$ cat src/rtl/snn_ctrl_pkg.sv
// rtl/snn_ctrl_pkg.sv - shared types and constants for the SNN frame sequencer
package snn_ctrl_pkg;

  typedef enum logic [2:0] {
    RX,
    UNPACK,
    START,
    WAIT_CORE,
    TX_REQ,
    TX_HOLD,
    TX_WAIT
  } state_t;

  localparam logic [7:0] ASCII_ZERO    = 8'h30;
  localparam int         BITS_PER_BYTE = 8;

  // Result is at most 7 bits, so the ASCII offset never carries past bit 7.
  function automatic logic [7:0] digit_to_ascii(input logic [6:0] digit);
    return ASCII_ZERO + {1'b0, digit};
  endfunction

endpackage

$ cat src/rtl/snn_byte_unpack.sv
// rtl/snn_byte_unpack.sv - byte shift register emitting one bit per shift, LSB first
module snn_byte_unpack
  import snn_ctrl_pkg::*;
(
  input  logic                             clk,
  input  logic                             rst_n,
  input  logic                             load,
  input  logic [BITS_PER_BYTE-1:0]         data,
  input  logic                             shift_en,
  output logic                             bit_out,
  output logic                             last_bit,
  output logic [$clog2(BITS_PER_BYTE)-1:0] bit_cnt
);

  localparam int CNT_W = $clog2(BITS_PER_BYTE);

  logic [BITS_PER_BYTE-1:0] shift_reg;

  always_ff @(posedge clk or negedge rst_n) begin
    if (!rst_n) begin
      shift_reg <= '0;
      bit_cnt   <= '0;
    end else if (load) begin
      shift_reg <= data;
      bit_cnt   <= '0;
    end else if (shift_en) begin
      shift_reg <= {1'b0, shift_reg[BITS_PER_BYTE-1:1]};
      bit_cnt   <= bit_cnt + CNT_W'(1);
    end
  end

  assign bit_out  = shift_reg[0];
  assign last_bit = (bit_cnt == CNT_W'(BITS_PER_BYTE - 1));

endmodule

$ cat src/rtl/snn_frame_ctrl.sv
// rtl/snn_frame_ctrl.sv - UART frame to input-RAM sequencer, core handshake and ASCII result reply
// Optional inter-byte idle timeout enabled by defining SNN_RX_TIMEOUT_EN.
module snn_frame_ctrl
  import snn_ctrl_pkg::*;
#(
  parameter int NUM_BYTES   = 98,
  parameter int ADDR_W      = 10,
  parameter int RESULT_W    = 4,
  parameter int TIMEOUT_CYC = 50000000
) (
  input  logic                clk,
  input  logic                rst_n,
  input  logic                rx_rdy,
  input  logic [7:0]          rx_data,
  output logic                ram_we,
  output logic [ADDR_W-1:0]   ram_addr,
  output logic                ram_d,
  output logic                core_start,
  input  logic                core_done,
  input  logic [RESULT_W-1:0] core_digit,
  output logic                tx_start,
  output logic [7:0]          tx_data,
  input  logic                tx_rdy,
  output logic [RESULT_W-1:0] result,
  output logic                busy,
  output logic                overrun,
  output logic                frame_err
);

  localparam int BYTE_W = ADDR_W - 3;

  if ((2 ** ADDR_W) < NUM_BYTES * BITS_PER_BYTE) begin : g_bad_addr_w
    $error("ADDR_W too small for NUM_BYTES");
  end
  if (RESULT_W > 7 || TIMEOUT_CYC < 2) begin : g_bad_params
    $error("RESULT_W must be <= 7 and TIMEOUT_CYC >= 2");
  end

  state_t              state;
  logic [BYTE_W-1:0]   byte_cnt;
  logic [ADDR_W-1:0]   addr_hold;
  logic [ADDR_W-1:0]   cur_addr;
  logic [2:0]          bit_cnt;
  logic                bit_out;
  logic                last_bit;
  logic                timeout_hit;

  snn_byte_unpack u_unpack (
    .clk      (clk),
    .rst_n    (rst_n),
    .load     ((state == RX) && rx_rdy),
    .data     (rx_data),
    .shift_en (state == UNPACK),
    .bit_out  (bit_out),
    .last_bit (last_bit),
    .bit_cnt  (bit_cnt)
  );

  assign cur_addr   = {byte_cnt, bit_cnt};
  assign ram_we     = (state == UNPACK);
  assign ram_d      = ram_we & bit_out;
  assign ram_addr   = ram_we ? cur_addr : addr_hold;
  assign core_start = (state == START);
  assign tx_start   = (state == TX_REQ) && tx_rdy;
  assign busy       = !((state == RX) && (byte_cnt == '0));

  always_ff @(posedge clk or negedge rst_n) begin
    if (!rst_n) begin
      state     <= RX;
      byte_cnt  <= '0;
      addr_hold <= '0;
      result    <= '0;
      tx_data   <= ASCII_ZERO;
      overrun   <= 1'b0;
    end else begin
      // Any byte arriving outside RX is lost; the TX_WAIT exit below clears this.
      if (rx_rdy && (state != RX))
        overrun <= 1'b1;

      case (state)
        RX: begin
          if (rx_rdy)
            state <= UNPACK;
          else if (timeout_hit)
            byte_cnt <= '0;
        end
        UNPACK: begin
          addr_hold <= cur_addr;
          if (last_bit) begin
            byte_cnt <= byte_cnt + BYTE_W'(1);
            state    <= (byte_cnt == BYTE_W'(NUM_BYTES - 1)) ? START : RX;
          end
        end
        START: state <= WAIT_CORE;
        WAIT_CORE: begin
          if (core_done) begin
            result  <= core_digit;
            tx_data <= digit_to_ascii(7'(core_digit));
            state   <= TX_REQ;
          end
        end
        TX_REQ: begin
          if (tx_rdy)
            state <= TX_HOLD;
        end
        TX_HOLD: state <= TX_WAIT;
        TX_WAIT: begin
          if (tx_rdy) begin
            byte_cnt <= '0;
            overrun  <= 1'b0;
            state    <= RX;
          end
        end
        default: state <= RX;
      endcase
    end
  end

`ifdef SNN_RX_TIMEOUT_EN
  logic [31:0] idle_cnt;

  // A byte arriving in the same cycle as expiry keeps the partial frame alive.
  assign timeout_hit = (state == RX) && (byte_cnt != '0) && !rx_rdy &&
                       (idle_cnt == 32'(TIMEOUT_CYC - 1));

  always_ff @(posedge clk or negedge rst_n) begin
    if (!rst_n) begin
      idle_cnt  <= '0;
      frame_err <= 1'b0;
    end else begin
      frame_err <= timeout_hit;
      if ((state != RX) || (byte_cnt == '0) || rx_rdy || timeout_hit)
        idle_cnt <= '0;
      else
        idle_cnt <= idle_cnt + 32'd1;
    end
  end
`else
  assign timeout_hit = 1'b0;
  assign frame_err   = 1'b0;
`endif

endmodule

$ cat config.mk
export PLATFORM = sky130hd
export DESIGN_NAME = snn_frame_ctrl
export DESIGN_NICKNAME = d
export VERILOG_FILES = /design/src/rtl/snn_ctrl_pkg.sv /design/src/rtl/snn_byte_unpack.sv /design/src/rtl/snn_frame_ctrl.sv
export SDC_FILE = /design/constraint.sdc
export NUM_CORES = 1
export LEC_CHECK = 0
export BUFFER_PORTS_ARGS = -buffer_cell sky130_fd_sc_hd__buf_2
export CORE_ASPECT_RATIO = 0.8
export CORE_MARGIN = 5
export CORE_UTILIZATION = 50
export CTS_BUF_LIST = sky130_fd_sc_hd__clkbuf_4 sky130_fd_sc_hd__clkbuf_8
export DETAILED_ROUTE_END_ITERATION = 7
export GPL_ROUTABILITY_DRIVEN = 0
export GPL_TIMING_DRIVEN = 0
export MAX_ROUTING_LAYER = met4
export PLACE_DENSITY = 0.79
export SETUP_SLACK_MARGIN = 0.3
export SLEW_MARGIN = 40
export SYNTH_ARGS = -nofsm -noshare
export SYNTH_HDL_FRONTEND = slang
export SYNTH_SLANG_ARGS = --single-unit
$ cat constraint.sdc
create_clock -name clk -period 1.54 [get_ports clk]
set_input_delay 0.308 -clock clk [delete_from_list [all_inputs] [get_ports clk]]
set_output_delay 0.308 -clock clk [all_outputs]
set_load 0.01 [all_outputs]
==> results.md, run 1 <==
- The run finished, with violations left.
- The checks that failed: hold timing, setup timing.
- The first detailed-routing pass took 4 iterations.
- The post-route fraction of the period consumed by the critical path is 131%.
- The maximum net fanout on the critical path is 5.
- Detailed placement finished with a half-perimeter wire length of around 2800 µm.
- In the final routed layout, each cell accounts on average for between 15 and 20 µm.
- In this run, CTS created clock tree buffers numbering 5.
- The total count of hold-check failures in the final report is 36.
- STA classifies the critical path startpoint as a flop.
- Data on the critical path arrives at its endpoint at ~1700 ps.
- Of all flip-flops after synthesis, the portion carrying an async set or reset was 100%.
- The total overflow reported by the global router is 0.
- The fill cell instance count of the final layout is between 150 and 200.
- The synthesized instance count is between 150 and 200.
- The floorplan die width is 78.4 µm.
- The count of synthesis-stage warnings from yosys is 0.
- Setup repair after global routing could not meet its margin everywhere.
- The total design power is 7.41 mW.
- The count of buffers inserted at the top-level ports is 40.
- The antenna diode count is 0.
- The final layout contains routed wiring with a total length of around 5800 µm.
- Summing the sequential cell areas from Yosys gives 48.1% of the chip area.
- In the synthesized netlist the dominant register cell turns out to be dfrtp_1.
- The count of unique library cells instantiated by Yosys is 39.
- Once the floorplan was initialized, standard cells occupied between 50% and 60% of the core.
- The delay of the slowest critical-path stage is approximately 370 ps.
- After floorplanning, the core was divided into 19 placement rows.
- The register with the most flip-flops in the layout has 10 of them.
- The tightest hold path in the finished design has a slack of -45.5 ps.
- The layout-stage area growth over the synthesis result is 59.4%.
- The category of the critical setup timing path is reg -> out.
- Setup violations remaining at the end of the flow were counted as 29.
- The leakage power total is about 1.4 nW.
- The initial antenna violation count is 0.
- The floorplan step set the die height to between 60 and 70 µm.
- Counting flops with a built-in enable in the synthesized netlist gives 0.
- The first global-routing pass estimated ~7700 µm of wire.
- The per-cell via count in the routed design is 5.80.
- The detailed router finished its first iteration with 183 violations.
- The tree is rooted in a clkbuf_8.
- Traced cell by cell, the critical path runs through buf_6 -> nor3b_4 -> buf_6 -> buf_8 -> mux2_4 -> buf_6.
- After floorplanning, the core was sized to cover 3520 µm².
- For this design the ratio of total power to cell area is 2480 nW/µm².
- The mean cell area of the mapped netlist is approximately 11 µm².
- Across all setup checks in the final design, the least slack found is -470 ps.
- The post-synthesis instance area is 1870 µm².
- Global routing used ~20% of the available tracks across all layers.
- The cell seen most often among critical-path stages is buf_6.
- The buffer levels on the longest clock path is 2.
- The later pin in the worst-skew pair is clocked with a latency of roughly 300 ps.
- The number of max-cap violations is 0.
- The summed negative setup slack over all endpoints is -7220 ps.
- The clock sink total is 36.
- In this run the number of H-tree levels came out at 2.
- The via count of the first global-routing pass was 1,558.
- The class of the worst hold path is in -> async.
- The kind of capture point of the worst setup path is an output pin.
- The pin count of the biggest net entering global routing is 37.
- In the routed design, unresolved DRC markers number 0.
- Buffers inserted to repair hold after CTS numbered 0.
- Static timing analysis puts the maximum clock frequency at slightly below 500 MHz.
- The fraction of final layout cells sized beyond drive strength 1 is roughly 57%.
- The count of boundary I/O pins is 46.
- Counting flops and latches in the post-synthesis netlist gives 36.
- The setup clock skew after layout is 11.4 ps.
- For this design, the slowest cell found on the critical path is dfrtp_1.
- The total die area is about 5100 µm².
- The worst-case vdd ir drop is roughly 1.5 mV.
- The count of nets left with antenna violations once routing finished came out at 0.
- The final-report max-slew violation count was 0.
- For the finished layout, the period the worst path requires is slightly above 2000 ps.
- The CTS clock-pin slew for the worst setup and hold paths is about 80 ps.
- The number of nets at the end of the flow is 274.
- For this block, the via count after detailed routing is between 1,500 and 2,000.
- At the worst endpoint, the required time is 1230 ps.
- TritonCTS built the clock tree.
## report_power, final
| part | switching [mW] | leakage, nW | total (mW) | internal [mW] |
|---|---|---|---|---|
| sequential | 0.411 | 0.431 | 1.79 | 1.38 |
| clock | 0.357 | 0.0400 | 0.663 | 0.307 |
| combinational | 1.99 | 0.961 | 4.96 | 2.97 |
## layer usage
metal	wire length [µm]	GRT usage [%]	vias up
met5	0	-	-
met4	147	7.21	0
met3	287	4.29	17
met2	2950	32.1	78
met1	2430	25.5	864
li1	-	-	745
## layout make-up
cell class                      instances  area [µm²]  share of cell area, %
Buffer                                 18         203                   6.79
Clock buffer                            5        68.8                   2.31
Clock inverter                          2        12.5                  0.419
Inverter                                6        22.5                  0.755
Multi-Input combinational cell        108        1040                   34.8
Sequential cell                        36         902                   30.2
Tap cell                               42        52.6                   1.76
Timing Repair Buffer                   77         686                   23.0
## logic make-up after synthesis
| kind of cell | Yosys count | share of synthesized area (%) |
|---|---|---|
| and+or+nand+nor | 44 | 15.1 |
| DFF | 36 | 48.1 |
| AOI/OAI and AO/OA | 29 | 10.0 |
| muxes | 24 | 13.8 |
| buffers and inverters | 24 | 8.69 |
| adders and majority gates | 5 | 3.34 |
| other | 2 | 0.401 |
| xor gates and xnor gates | 1 | 0.468 |
## placed cells by master (no fill, tap or decap), types with 3 or more instances in the layout
master,synthesis,routed
nand2_1,16,14
buf_2,4,23
mux2i_1,9,8
nor3_4,0,4
buf_6,2,50
buf_8,1,6
conb_1,2,5
o21ai_1,2,9
mux2_4,0,15
buf_4,11,16
nor2_1,5,5
clkbuf_8,0,5
dfrtp_1,36,35
inv_1,6,6
o21ai_0,12,3
ha_1,5,3
## stage by stage
step	cell area (µm²)	util [%]	setup slack [ps]	cells
floorplan	1980	-	-103	168
global placement	2230	63.4	-329	250
detailed placement	2230	63.4	-340	250
CTS	2650	75.3	-484	275
global route	2980	84.8	-513	294
finish	2980	84.8	-470	294
## cells in the mapped netlist, types with 2 or more instances
cell type	n	area, µm²
nand4b_1	2	17.5
buf_2	4	20.0
buf_4	11	82.6
nand2_1	16	60.1
o22a_1	2	17.5
inv_1	6	22.5
a31oi_1	3	18.8
conb_1	2	7.51
o21ai_1	2	10.0
nand3_1	2	10.0
dfrtp_1	36	901
o21ai_0	12	60.1
ha_1	5	62.6
nor3b_1	2	15.0
mux2_2	15	169
a41oi_1	2	17.5
nor3_1	6	30.0
a22oi_1	2	15.0
o31a_1	2	17.5
nor2_1	5	18.8
buf_6	2	22.5
mux2i_1	9	90.1
## path summary, 6_finish.rpt
| check | startpoint | to | slack, ps | cells after the start |
|---|---|---|---|---|
| worst max-delay path | state[1] | ram_addr[4] | -470 | 6 |
| worst min-delay path | rst_n | result[2] | -50 | 1 |
| worst max register to register | state[0] | u_unpack.shift_reg[0] | -250 | 9 |
| worst min register to register | addr_hold[1] | addr_hold[1] | 510 | 1 |
| max in group asynchronous | rst_n | byte_cnt[3] | 1210 | 1 |
| min in group clk | rx_data[7] | u_unpack.shift_reg[7] | 220 | 3 |
## worst max-delay path, delay by kind of cell (launching register included)
family                 cells  cell delay (ps)
muxes                      1              320
and+or+nand+nor            1              180
DFF                        1              370
buffers and inverters      4              530
## timing repair
action	CTS	global route
pin swaps	6	16
setup endpoints to repair	53	54
cloned	2	0
setup buffers	16	19
gates resized for setup	47	43
Power figures use the tool's default switching activity.
==> inputs of run 2 (changes only) <==
--- a/config.mk
+++ b/config.mk
@@ -5,16 +5,16 @@
 export SDC_FILE = /design/constraint.sdc
 export NUM_CORES = 1
 export LEC_CHECK = 0
-export BUFFER_PORTS_ARGS = -buffer_cell sky130_fd_sc_hd__buf_2
 export CORE_ASPECT_RATIO = 0.8
 export CORE_MARGIN = 5
 export CORE_UTILIZATION = 50
 export CTS_BUF_LIST = sky130_fd_sc_hd__clkbuf_4 sky130_fd_sc_hd__clkbuf_8
 export DETAILED_ROUTE_END_ITERATION = 7
+export DONT_BUFFER_PORTS = 1
 export GPL_ROUTABILITY_DRIVEN = 0
 export GPL_TIMING_DRIVEN = 0
 export MAX_ROUTING_LAYER = met4
-export PLACE_DENSITY = 0.79
+export PLACE_DENSITY = 0.68
 export SETUP_SLACK_MARGIN = 0.3
 export SLEW_MARGIN = 40
 export SYNTH_ARGS = -nofsm -noshare
==> constraint.sdc (replaced) <==
create_clock -name clk -period 1.67 [get_ports clk]
set_input_delay 0.334 -clock clk [delete_from_list [all_inputs] [get_ports clk]]
set_output_delay 0.334 -clock clk [all_outputs]
set_load 0.01 [all_outputs]
==> run 2 against run 1 <==
Net effect: the flow finishes with violations (setup timing); worst hold slack better by 190 ps; utilization down 9.2 points; non-clock buffer count down 45; clock skew down 6.2 ps; combinational power down 33%; register-to-register slack better by 110 ps; clock power up 29%; power down 22%; setup slack better by 160 ps; die area unchanged; cell count down 15%; critical path depth down 1; largest cell class unchanged.
==> results.md, run 2 (synthesis gave the netlist of run 1 again) <==
- The run finished, with violations left.
- The final reports fail on setup timing.
- The maximum clock frequency is a little over 500 MHz.
- The total instance count after detailed placement came to 210 (-16%).
- The leakage power total was 1.24 nW (-14%).
- The count of buffers inserted at the top-level ports is 0 (-100%).
- The signal on the critical path passes through buf_6 -> nor3b_4 -> buf_6 -> buf_6 -> mux2_4.
- The fraction of final layout cells sized beyond drive strength 1 is 53.4% (-3.8 points).
- The clock sink total is 36 (unchanged).
- The portion of total power attributed to sequential cells is 27.8% (+3.7 points).
- The half-perimeter wire length of the detailed placement result is 2680 µm (-4.2%).
- The total overflow reported by the global router is 0 (unchanged).
- The cell with the largest stage delay on the worst path is dfrtp_1.
- The worst register-to-register path begins at state[2].
- The number of H-tree levels is 2 (unchanged).
- The cell that appears most often on the critical path is buf_6.
- The post-route DRC violation count was 0 (unchanged).
- The final antenna-violating net count came to 0 (unchanged).
- The total design power is 5.80 mW (-22%).
- The number of max-cap violations is 0 (unchanged).
- The switching fraction of total power is 37.8% (+0.61 points).
- The pin count of the biggest net entering global routing is 37 (unchanged).
- The arrival time of the worst setup path is 1650 ps (-50 ps).
- The worst-case vdd ir drop is 1.36 mV (-11%).
- The per-cell via count in the routed design is 5.78 (-0.27%).
- The clock tree from TritonCTS is done.
- The vertical extent of the die was 64.7 µm (unchanged).
- The combined global-route utilization of all metal layers is 21.1% (+1.0 points).
- The number of setup violations in the final report is 34 (+17%).
- The wire length after detailed routing was 5070 µm (-13%).
- The worst-case reg-to-reg path depth is 8 (-1).
- The power density over the cells is 2180 nW/µm² (-12%).
- The floorplan die width is 78.4 µm (unchanged).
- The antenna diode count came to 0 (unchanged).
- The category of the critical setup timing path is reg -> out.
- The minimum setup slack after placement is -147 ps (+194 ps).
- The internal power contribution is 3.61 mW (-22%).
- The worst path in the final design needs a cycle of between 1500 and 2000 ps, including I/O delays and setup.
- The worst reg-to-reg setup slack is -140 ps (+110 ps).
- The number of design-rule violations left by the first detailed-router iteration is 68 (-63%).
- The row count was 19 (unchanged).
- The critical path startpoint is state[2].
- The post-layout instance count excluding filler cells is 250 (-15%).
- The maximum net fanout on the critical path was 4 (-1).
- The layout-stage area growth over the synthesis result is 42.1%.
- The count of boundary I/O pins was 46 (unchanged).
- The total count of hold-check failures in the final report is 0 (-100%).
- The delay of the slowest critical-path stage was 380 ps (about the same).
- The post-route fraction of the period consumed by the critical path is 119%.
- The clock power share is 14.8% (+5.8 points).
- The worst-case setup margin in the final layout is -313 ps (+157 ps).
- The final-report max-slew violation count is 0 (unchanged).
- The clock tree root driver cell is clkbuf_8.
- The fill cell instance count of the final layout is 215 (+28%).
- The part of the power in combinational logic came to 57.4% (-9.5 points).
- Setup repair after global routing could not meet its margin everywhere.
- The kind of start point of the critical path is a flop.
- The CTS buffer count is 5 (unchanged).
- The CTS clock-pin slew for the worst setup and hold paths is 70 ps (about the same).
- The required time of the worst setup path is 1340 ps (+110 ps).
- The routed length per instance came to 20.3 µm (+2.5%).
- The number of nets at the end of the flow is 229 (-16%).
- The critical path ends at ram_addr[1].
- The total die area was 5070 µm² (unchanged).
- The most frequent standard cell in the layout excluding fill and tap cells is dfrtp_1.
- The setup clock skew after layout is 5.16 ps (-6.19 ps).
- In the layout the commonest cells are dfrtp_1, buf_4, buf_6.
- The via count of the first global-routing pass came to 1,492 (-4.2%).
- The buffer levels on the longest clock path was 2 (unchanged).
- The first-pass GRT wire length is 7870 µm (+2.7%).
- The count of TritonRoute iterations in the first routing pass is 4 (unchanged).
- The initial standard-cell utilization of the core is 53.2% (unchanged).
- The initial antenna violation count is 0 (unchanged).
- The power dissipated by switching net loads is 2.20 mW (-20%).
- The placeable core region came to 3520 µm² (unchanged).
- In this run the critical register-to-register path is captured at byte_cnt[5].
- The count of cells along the worst hold path is 2.
- The number of flip-flops in the largest register is 10 (unchanged).
- STA classifies the critical path endpoint as an output pin.
- The class of the worst hold path is in -> reg.
- The source-to-sink clock delay at the later pin of the worst-skew pair came to 300 ps (about the same).
- The total via count in the routed design is 1,445 (-15%).
run 2: layout make-up:
| type | count | area (µm²) | share of cell area (%) |
|---|---|---|---|
| Multi-Input combinational cell | 108 | 1050 | 39.6 |
| Sequential cell | 36 | 901 | 33.9 |
| Timing Repair Buffer | 32 | 328 | 12.3 |
| Buffer | 18 | 176 | 6.63 |
| Clock buffer | 7 | 96.3 | 3.62 |
| Tap cell | 42 | 52.6 | 1.98 |
| Clock inverter | 1 | 30.0 | 1.13 |
| Inverter | 6 | 22.5 | 0.847 |
run 2: power groups by stage:
| stage | clock network, mW | registers, mW | logic [mW] |
|---|---|---|---|
| global placement | 0 | 1.57 | 2.09 |
| floorplan | 0 | 1.51 | 1.86 |
| global route | 0.909 | 1.67 | 3.59 |
| finish | 0.856 | 1.61 | 3.33 |
| detailed placement | 0 | 1.60 | 2.16 |
| CTS | 0.869 | 1.60 | 2.94 |
run 2: repair_timing:
item | CTS | global route
buffers inserted | 19 | 10
hold endpoints to repair | 36 | 0
pin swaps | 25 | 11
resized for setup | 51 | 26
hold buffers | 2 | 0
gates cloned | 1 | 0
endpoints found under the setup margin | 43 | 51
run 2: worst min path at each step:
stage | startpoint | to | slack, ps
after floorplan | rst_n | addr_hold[0] | 40
after global placement | rst_n | u_unpack.bit_cnt[0] | 40
after detailed placement | rst_n | u_unpack.bit_cnt[0] | 40
after CTS | rx_data[7] | u_unpack.shift_reg[7] | 160
after global routing | rx_data[6] | u_unpack.shift_reg[6] | 140
final | rx_data[4] | u_unpack.shift_reg[4] | 140
run 2: critical path, delay by kind of cell (launching register included):
family        cells  cell delay, ps
buf+inv           3             400
flops             1             380
mux               1             330
simple gates      1             250
run 2: layer usage:
metal	wire [µm]	global-route usage (%)	vias to the layer above
met5	0	-	-
met4	119	9.39	0
met3	408	7.62	12
met2	2440	33.0	69
met1	2100	24.7	709
li1	-	-	655
run 2: through the flow:
step	hold WS [ps]	utilization (%)	setup TNS (ps)	cell area, µm²
after global placement	39.2	56.8	-894	2000
after detailed placement	39.1	56.8	-1150	2000
after CTS	161	70.7	-4020	2490
final	142	75.6	-5080	2660
after global routing	136	75.6	-7580	2660
after floorplan	38.4	-	0	1940
==> inputs of run 3 (changes only) <==
==> constraint.sdc (replaced) <==
create_clock -name clk -period 1.67 [get_ports clk]
set_input_delay 0.0835 -clock clk [delete_from_list [all_inputs] [get_ports clk]]
set_output_delay 0.0835 -clock clk [all_outputs]
set_load 0.01 [all_outputs]
==> run 3 against run 2 <==
Net effect: the flow still finishes with violations (setup timing); critical path type unchanged; critical path depth stayed put; combinational power grew 21%; routed wire length grew 16%; sequential power grew 3%.
==> results.md, run 3 (synthesis gave the netlist of run 1 again) <==
- The run finished, with violations left.
- The checks that failed: setup timing.
- The half-perimeter wire length of the detailed placement result is 2800 µm (+4.2%).
- The post-place instance area is 1990 µm² (-0.13%).
- The worst-case vdd ir drop is 1.47 mV (+7.9%).
- The initial antenna violation count is 0 (unchanged).
- The total via count in the routed design is 1,537 (+6.4%).
- The post-layout instance count excluding filler cells is 263 (+5.2%).
- The final-report max-slew violation count is 0 (unchanged).
- The floorplan die width is 78.4 µm (unchanged).
- The final antenna-violating net count is 0 (unchanged).
- The placeable core region is 3520 µm² (unchanged).
- The count of boundary I/O pins is 46 (unchanged).
- The final period demand of the worst path is 1700 ps (-286 ps).
- The via count of the first global-routing pass was 1,546 (+3.6%).
- The count of TritonRoute iterations in the first routing pass is 4 (unchanged).
- The fill cell instance count of the final layout came to 181 (-16%).
- The library cell used most frequently in the layout, excluding fill and tap cells, is dfrtp_1.
- The maximum net fanout on the critical path is 5 (+1).
- The leakage power total was 1.35 nW (+9.3%).
- The utilization after layout was 83.8% (+8.2 points).
- The per-cell via count in the routed design is 5.84 (+1.1%).
- The arrival time of the worst setup path was 1610 ps (-40 ps).
- The number of setup violations in the final report is 9 (-74%).
- The number of flip-flops in the largest register is 10 (unchanged).
- The count of buffers inserted at the top-level ports is 0 (unchanged).
- The number of H-tree levels was 2 (unchanged).
- The total count of hold-check failures in the final report was 0 (unchanged).
- The layout-stage area growth over the synthesis result is 57.5%.
- The clock tree root driver cell is clkbuf_8.
- The wire length after detailed routing is 5870 µm (+16%).
- The post-route fraction of the period consumed by the critical path is 102% (-17 points).
- The summed negative setup slack over all endpoints is -197 ps (+4880 ps).
- The min-delay analysis places its worst path in the category in -> reg.
- The CTS clock-pin slew for the worst setup and hold paths is 80 ps (about the same).
- The number of design-rule violations left by the first detailed-router iteration is 76 (+12%).
- The combined global-route utilization of all metal layers is 21.4% (+0.25 points).
- The buffer levels on the longest clock path is 2 (unchanged).
- The total instance count after detailed placement was 210 (unchanged).
- The initial standard-cell utilization of the core is 53.2% (unchanged).
- Setup repair after global routing could not meet its margin everywhere.
- The number of nets at the end of the flow was 242 (+5.7%).
- The row count is 19 (unchanged).
- The required time of the worst setup path is 1590 ps (+250 ps).
- The routed length per instance came to 22.3 µm (+10%).
- The source-to-sink clock delay at the later pin of the worst-skew pair is 300 ps (about the same).
- The total die area is 5070 µm² (unchanged).
- The antenna diode count is 0 (unchanged).
- The area of the multi-input gates is 1140 µm² (+8.1%).
- The first-pass GRT wire length is 8090 µm (+2.8%).
- The design area is 2950 µm² (+11%).
- The power density over the cells is 2200 nW/µm² (+0.75%).
- The total overflow reported by the global router was 0 (unchanged).
- The kind of start point of the critical path is a flop.
- The post-route DRC violation count came to 0 (unchanged).
- The clock tree from TritonCTS is done.
- The vertical extent of the die came to 64.7 µm (unchanged).
- The minimum setup slack after placement is 57.3 ps (+204 ps).
- The post-route worst hold slack is 37.3 ps (-104 ps).
- The area of all sequential standard cells was 901 µm² (unchanged).
- The pin count of the biggest net entering global routing is 37 (unchanged).
- The worst-case setup margin in the final layout is -27.2 ps (+286 ps).
- The clock sink total is 36 (unchanged).
- The number of max-cap violations is 0 (unchanged).
- In the layout the commonest cells are dfrtp_1, buf_4, buf_6.
- The category of the critical setup timing path is reg -> out.
- The setup clock skew after layout is 7.60 ps (+2.44 ps).
- The fraction of final layout cells sized beyond drive strength 1 is 52.0% (-1.3 points).
- The kind of capture point of the worst setup path is an output pin.
- The maximum clock frequency is 589 MHz (+17%).
- The CTS buffer count is 5 (unchanged).
- The total design power was 6.48 mW (+12%).
run 3: where the power goes:
| part | switching (mW) | internal, mW |
|---|---|---|
| clock | 0.350 | 0.442 |
| sequential | 0.398 | 1.27 |
| combinational | 1.73 | 2.29 |
run 3: area by class of cell:
cell class                 instances  area share, %
timing repair buffer              45           17.8
multi-input combinational        108           38.6
buffer                            18           6.66
sequential                        36           30.6
tap                               42           1.78
clock inverter                     3           1.44
clock buffer                       5           2.33
inverter                           6          0.764
run 3: path summary, 6_finish.rpt:
path,cells after the start,end,startpoint,slack [ps]
worst max-delay path,5,ram_addr[6],state[2],-30
worst min-delay path,2,overrun,tx_rdy,40
min in group asynchronous,2,u_unpack.shift_reg[4],rst_n,250
worst min register to register,1,addr_hold[3],addr_hold[3],520
worst max register to register,6,byte_cnt[2],state[0],30
max in group asynchronous,2,overrun,rst_n,1230
run 3: repair_timing:
action                     in CTS  in global routing
setup buffers                  15                  9
hold buffers                   16                  0
gates resized for setup        50                 53
pin swaps                      16                 19
setup endpoints to repair      45                 50
hold endpoints to repair       50                  0
cloned                          4                  1
run 3: routing by layer:
| layer | routed length [µm] | vias to the layer above | global-route usage, % |
|---|---|---|---|
| li1 | - | 684 | - |
| met1 | 2390 | 776 | 26.8 |
| met2 | 3010 | 65 | 33.2 |
| met3 | 373 | 12 | 5.54 |
| met4 | 96 | 0 | 8.73 |
| met5 | 0 | - | - |
run 3: worst max-delay path, stage by stage (launching register included):
cell	delay, ps
dfrtp_1	390
buf_6	130
nor3b_4	160
buf_6	160
buf_8	130
mux2_4	330
